$ cat config.mk
export PLATFORM = sky130hd
export DESIGN_NAME = fpconv_serial
export DESIGN_NICKNAME = d
export VERILOG_FILES = /design/src/rtl/fpconv_serial.sv
export SDC_FILE = /design/constraint.sdc
export NUM_CORES = 1
export LEC_CHECK = 0
export CAP_MARGIN = 30
export CORE_UTILIZATION = 35
export DETAILED_ROUTE_END_ITERATION = 10
export GPL_ROUTABILITY_DRIVEN = 0
export REMOVE_ABC_BUFFERS = 1
export SLEW_MARGIN = 20
export SYNTH_ARGS = -nofsm -noshare
export SYNTH_HDL_FRONTEND = slang
export SYNTH_SLANG_ARGS = --single-unit
$ cat constraint.sdc
create_clock -name clk -period 2.9 [get_ports clk]
set_input_delay 0.58 -clock clk [delete_from_list [all_inputs] [get_ports clk]]
set_output_delay 0.58 -clock clk [all_outputs]
set_load 0.005 [all_outputs]
$ cat src/rtl/fpconv_serial.sv
// Iterative fixed-to-float converter: a two's-complement sample is normalised
// one left shift per cycle, rounded to nearest, and returned as (-1)^S * F * 2^E.
module fpconv_serial #(
  parameter int FW = 4,
  parameter int EW = 3,
  localparam int DW = FW + (1 << EW)
) (
  input  logic          clk,
  input  logic          rst_n,
  input  logic          in_valid,
  output logic          in_ready,
  input  logic [DW-1:0] d,
  output logic          out_valid,
  input  logic          out_ready,
  output logic          S,
  output logic [EW-1:0] E,
  output logic [FW-1:0] F,
  output logic          ovf
);

  localparam int MW = DW - 1;
  localparam logic [EW-1:0] EMAX = '1;

  typedef enum logic [1:0] {IDLE, NORM, ROUND, DONE} state_t;

  state_t state, state_nxt;

  logic                 sign;
  logic [MW-1:0]        sh;
  logic [EW-1:0]        exp;
  logic                 sat;
  logic                 accept;
  logic                 norm_done;
  logic signed [DW-1:0] d_s;
  logic [DW-1:0]        mag;
  logic [EW+FW:0]       rounded;

  // Returns {ovf, E, F}; a carry out of an all-ones fraction bumps the exponent
  // unless the exponent is already at its ceiling, which saturates instead.
  function automatic logic [EW+FW:0] round_nearest(input logic [MW-1:0] m,
                                                    input logic [EW-1:0] e,
                                                    input logic          s);
    logic [FW-1:0] frac;
    logic          rbit;
    frac = m[MW-1 -: FW];
    rbit = m[MW-FW-1];
    if (s || (rbit && frac == '1 && e == EMAX))
      return {1'b1, EMAX, {FW{1'b1}}};
    else if (!rbit)
      return {1'b0, e, frac};
    else if (frac != '1)
      return {1'b0, e, frac + FW'(1)};
    else
      return {1'b0, e + EW'(1), FW'(1) << (FW - 1)};
  endfunction

  assign d_s       = d;
  assign mag       = (d_s < 0) ? -d_s : d_s;
  assign in_ready  = (state == IDLE);
  assign out_valid = (state == DONE);
  assign accept    = in_valid & in_ready;
  assign norm_done = (exp == '0) | sh[MW-1];
  assign rounded   = round_nearest(sh, exp, sat);

  always_ff @(posedge clk or negedge rst_n) begin
    if (!rst_n) state <= IDLE;
    else        state <= state_nxt;
  end

  always_comb begin
    state_nxt = state;
    case (state)
      IDLE:    if (in_valid)  state_nxt = NORM;
      NORM:    if (norm_done) state_nxt = ROUND;
      ROUND:                  state_nxt = DONE;
      DONE:    if (out_ready) state_nxt = IDLE;
      default:                state_nxt = IDLE;
    endcase
  end

  // Capture / normalise: only the most negative sample overflows MW bits.
  always_ff @(posedge clk) begin
    if (accept) begin
      sign <= d[DW-1];
      sh   <= mag[MW] ? '1 : mag[MW-1:0];
      exp  <= EMAX;
      sat  <= mag[MW];
    end else if (state == NORM && !norm_done) begin
      sh  <= sh << 1;
      exp <= exp - EW'(1);
    end
  end

  // Round stage: result registers hold while DONE waits for the consumer.
  always_ff @(posedge clk or negedge rst_n) begin
    if (!rst_n) begin
      S   <= 1'b0;
      E   <= '0;
      F   <= '0;
      ovf <= 1'b0;
    end else if (state == ROUND) begin
      S          <= sign;
      {ovf, E, F} <= rounded;
    end
  end

endmodule
==> run metrics, run 1 <==
Worst Max-Slew Pin Slew=0.601 ns; Antenna Cells=0; Leak Pwr=0.775 nW; final slew viol count=0; VDD IR max=0.000256 V; fin worst setup slack=0.649 ns; clock tree buffer depth=2; Ports=27; crit start category=input port; GRT overflow=0; post-DR vias/cell=5.41; Vias=1293; # DRC=0; clock skew=0.00661 ns; # setup viols final=0; core area=0.00438 mm2; Final Hold Vio Count=0; largest net degree at the start of global routing=16; WP data arrival=2.27 ns; Routed Antenna Nets=0; 1st-iter DRT viols=54; TritonCTS clock tree=built; critical path endpoint category=flip-flop; Seq cells post-synth=27; Clock Tree Root=clkbuf_8; cts hold-fix bufs=0; Slew Limit Headroom=0.598; GRT Overall Usage=0.131; layout cells sized above 1=0.0909; Syn Inst Count=161; initial core utilization=0.367; Routed WL per cell=12.7 um; area delta synth->final=22.3%; initial antenna violation count=0; DP Wirelength=2.34 mm; R2R Setup Slk=1.12 ns; die area=0.00487 mm2; Max Cap Violations=0; clk sinks=27; Power per Cell Area=855 mW/mm2; Seq/Total Area, Yosys=0.451; Post-Place Setup Slack=0.338 ns; DRT Pass-1 Iters=4; clk_lat worst skew=0.28 ns; fmax=0.444 GHz; Routed WL=3.03 mm; Syn Area/Cell=9.99 um2; die height=69.8 um; chip width=69.8 um; Hold Crit Class=reg2reg; Post-Syn Area=0.00161 mm2; fin crit period=2.25 ns; I/O Buffers=26; critical path required time=2.92 ns; Tcrit/Tclk final=0.776; Nets=214; first-pass GRT wire length=5.18 mm; Setup TNS Final=0 ns; yosys warns=0; Netlist cell types=40; setup bufs post-CTS=0; status=finished, final reports clean; vias in the first global route=1157; Reg clk slew, reported paths=0.10 ns; H-tree lvl count=1; Critical Setup Path Class=in2reg; FP Rows=24; post-cts resize count=0; CTS Buf Count=3; crit-path max FO=4; RSZ-0062 raised after global routing=no
## layout make-up
| cell class | instances | area (um2) |
|---|---|---|
| flip-flops and latches | 27 | 726 |
| inverters | 11 | 41.3 |
| clock inverters | 1 | 5.00 |
| clock buffers | 3 | 41.3 |
| fillers | 413 | 2420 |
| multi-input cells | 118 | 822 |
| repair buffers | 27 | 268 |
| well taps | 52 | 65.1 |
## worst max-delay path, stage by stage
cell,delay (ns)
clkdlybuf4s50_1,0.48
inv_1,0.11
ha_1,0.19
or3b_1,0.39
o41ai_2,0.24
xor2_1,0.18
a31oi_1,0.09
## report_power, final
part	internal, mW	total (mW)	switching, mW
sequential	0.604	0.716	0.112
combinational	0.382	0.752	0.370
clock	0.0964	0.215	0.119
total	1.08	1.68	0.601
## Yosys cell counts (all sizes together)
cell type | n | area (um2)
o211ai | 2 | 15.0
nand3 | 4 | 32.5
mux2 | 3 | 33.8
nand2b | 2 | 12.5
nand2 | 18 | 67.6
nor3b | 1 | 7.51
o31ai | 3 | 27.5
o21ai | 4 | 20.0
o221ai | 1 | 8.76
nor4 | 1 | 21.3
nor2 | 19 | 78.8
buf | 1 | 5.00
a31oi | 11 | 68.8
dfxtp | 3 | 60.1
a21oi | 8 | 40.0
o221a | 1 | 11.3
or2 | 1 | 6.26
or3b | 1 | 8.76
nand4 | 4 | 25.0
or4 | 2 | 22.5
mux2i | 3 | 30.0
dfrtp | 11 | 275
or3 | 1 | 6.26
edfxtp | 13 | 390
nand3b | 1 | 7.51
nor3 | 3 | 15.0
ha | 10 | 125
xor2 | 5 | 43.8
xnor2 | 4 | 35.0
inv | 11 | 41.3
o21a | 1 | 7.51
o22a | 1 | 8.76
nand4b | 1 | 8.76
clkbuf | 4 | 15.0
o41ai | 1 | 16.3
o32a | 1 | 10.0
## cells by family after synthesis
logic type / count (synthesis) / share of synthesized area
XOR/XNOR: 9 / 0.0490
multiplexers: 6 / 0.0397
buffers and inverters: 16 / 0.0381
adder cells (fa/ha/maj): 10 / 0.0778
AO/OA/AOI/OAI: 34 / 0.145
AND/OR/NAND/NOR: 59 / 0.199
flip-flops: 27 / 0.451
## registers in the layout, indices dropped and copies added (netlist names)
| name | flops |
|---|---|
| sh | 11 |
| F | 4 |
| E | 3 |
| exp | 3 |
| state | 2 |
| S | 1 |
| ovf | 1 |
| sat | 1 |
| sign | 1 |
## final timing paths
kind / from / end / depth (start not counted)
setup / recovery: d[0] / sh[8] / 7
hold / removal: sign / S / 1
setup reg to reg: state[0] / E[2] / 5
hold reg to reg: sign / S / 1
max in group asynchronous: rst_n / E[0] / 1
min in group asynchronous: rst_n / F[1] / 1
## routing by layer
metal,GRT usage,part of all wire
met4,0.0600,0.020
met2,0.196,0.44
met5,0,0
met1,0.188,0.50
met3,0.0174,0.036
## per-stage QoR
step | area [um2] | instances | total power, mW | hold slack (ns) | utilization
after global routing | 1970 | 239 | 1.82 | 0.506 | 0.449
after global placement | 1920 | 235 | 1.45 | 0.467 | 0.438
after detailed placement | 1920 | 235 | 1.48 | 0.465 | 0.438
after floorplan | 1590 | 156 | 1.17 | 0.284 | -
final | 1970 | 239 | 1.68 | 0.489 | 0.449
after CTS | 1970 | 239 | 1.70 | 0.493 | 0.449
## cell usage in the layout (no fill, tap or decap), types with 4 or more instances in the layout
| cell | count |
|---|---|
| clkdlybuf4s50_1 | 26 |
| nand2_1 | 18 |
| nor2_1 | 18 |
| edfxtp_1 | 13 |
| dfrtp_1 | 11 |
| inv_1 | 11 |
| a31oi_1 | 11 |
| ha_1 | 10 |
| a21oi_1 | 8 |
| xor2_1 | 5 |
| nand4_1 | 4 |
| xnor2_1 | 4 |
(Power assumes the default switching activity.)
==> run 2: changes to the inputs <==
==> constraint.sdc (replaced) <==
create_clock -name clk -period 2.3 [get_ports clk]
set_input_delay 0.46 -clock clk [delete_from_list [all_inputs] [get_ports clk]]
set_output_delay 0.46 -clock clk [all_outputs]
set_load 0.005 [all_outputs]
==> run metrics, run 2 (synthesized netlist as in run 1, its figures left out) <==
status=finished, final reports clean; largest net degree at the start of global routing=16; VDD IR max=0.000307 V; initial antenna violation count=0; cts hold-fix bufs=0; Hold Crit Class=reg2reg; post-cts resize count=0; area delta synth->final=26.5%; R2R Setup Slk=0.59 ns; critical path endpoint category=primary output; Vias=1290; final slew viol count=0; clk sinks=27; 1st-iter DRT viols=58; first-pass GRT wire length=5.55 mm; WP data arrival=1.56 ns; DRT Pass-1 Iters=4; FP Rows=24; R2R cell count=5; Routed Antenna Nets=0; Clock Tree Root=clkbuf_8; crit-path max FO=4; Tcrit/Tclk final=0.879; I/O Buffers=26; Leak Pwr=0.820 nW; clock tree buffer depth=2; GRT overflow=0; # setup viols final=0; max reg flops=11; TritonCTS clock tree=built; Final Hold Vio Count=0; fin crit period=2.02 ns; vias in the first global route=1214; Reg clk slew, reported paths=0.09 ns; Largest regs=sh: 11 flops, F: 4 flops; Worst Max-Slew Pin Slew=0.484 ns; setup bufs post-CTS=0; hold depth=2; Slew Limit Headroom=0.675; Fin Hold WS=0.494 ns; critical path required time=1.84 ns; H-tree lvl count=1; CTS Buf Count=3; fmax=0.494 GHz; crit start category=flip-flop; core area=0.00438 mm2; die area=0.00487 mm2; post-route core utilization=0.464; Nets=223; initial core utilization=0.367; RSZ-0062 raised after global routing=no; GRT Overall Usage=0.140; Max Cap Violations=0; clock skew=0.00240 ns; Critical Setup Path Class=reg2out; Ports=27; die height=69.8 um; Setup TNS Final=0 ns; clk_lat worst skew=0.27 ns; layout cells sized above 1=0.133; post-DR vias/cell=5.20; Critical R2R Capture=sh[2]; Routed WL=3.27 mm; reg-to-reg startpoint=exp[0]; Worst Hold End=ovf; DP Wirelength=2.64 mm; Routed WL per cell=13.2 um; # DRC=0; hold wc startpoint=ovf; most common cell after layout, fill and taps aside=clkdlybuf4s50_1; chip width=69.8 um; Power per Cell Area=1050 mW/mm2; most frequent cells in the layout=clkdlybuf4s50_1, nand2_1, nor2_1; Antenna Cells=0; Top reg by flops=sh; Critical Path Start=state[0]
run 2: power by group:
group | switching, mW | total, mW | internal (mW) | leakage [nW]
registers | 0.143 | 0.906 | 0.762 | 0.267
clock network | 0.144 | 0.266 | 0.121 | 0.0255
logic | 0.474 | 0.972 | 0.498 | 0.528
run 2: critical path: stages, from the launching register on:
cell	delay (ns)
dfrtp_1	0.42
inv_1	0.11
ha_1	0.24
clkdlybuf4s50_1	0.53
run 2: cell type report:
class                   count  area [um2]
flip-flops and latches     27         726
clock buffers               3        41.3
inverters                  11        41.3
clock inverters             1        5.00
repair buffers             36         335
fillers                   423        2350
multi-input cells         118         822
well taps                  52        65.1
run 2: metal layers:
layer / global-route usage / wire, um / vias to the layer above
met5: 0 / 0 / -
met4: 0.0422 / 38 / 0
met3: 0.0174 / 103 / 4
met2: 0.232 / 1560 / 34
met1: 0.191 / 1570 / 600
li1: - / - / 652
run 2: worst max path at each step:
stage | endpoint | slack (ns) | cells past startpoint
floorplan | sh[8] | 0.52 | 6
global placement | sh[8] | 0.05 | 7
detailed placement | sh[5] | -0.004 | 5
CTS | in_ready | 0.27 | 3
global route | sh[8] | 0.18 | 7
finish | in_ready | 0.28 | 3
run 2: through the flow:
step / power [mW] / instances / setup WS (ns) / area [um2]
detailed placement: 1.90 / 244 / -0.00440 / 1990
global placement: 1.85 / 244 / 0.0469 / 1990
finish: 2.14 / 248 / 0.277 / 2040
floorplan: 1.47 / 156 / 0.524 / 1590
global route: 2.32 / 248 / 0.182 / 2040
CTS: 2.16 / 248 / 0.272 / 2040
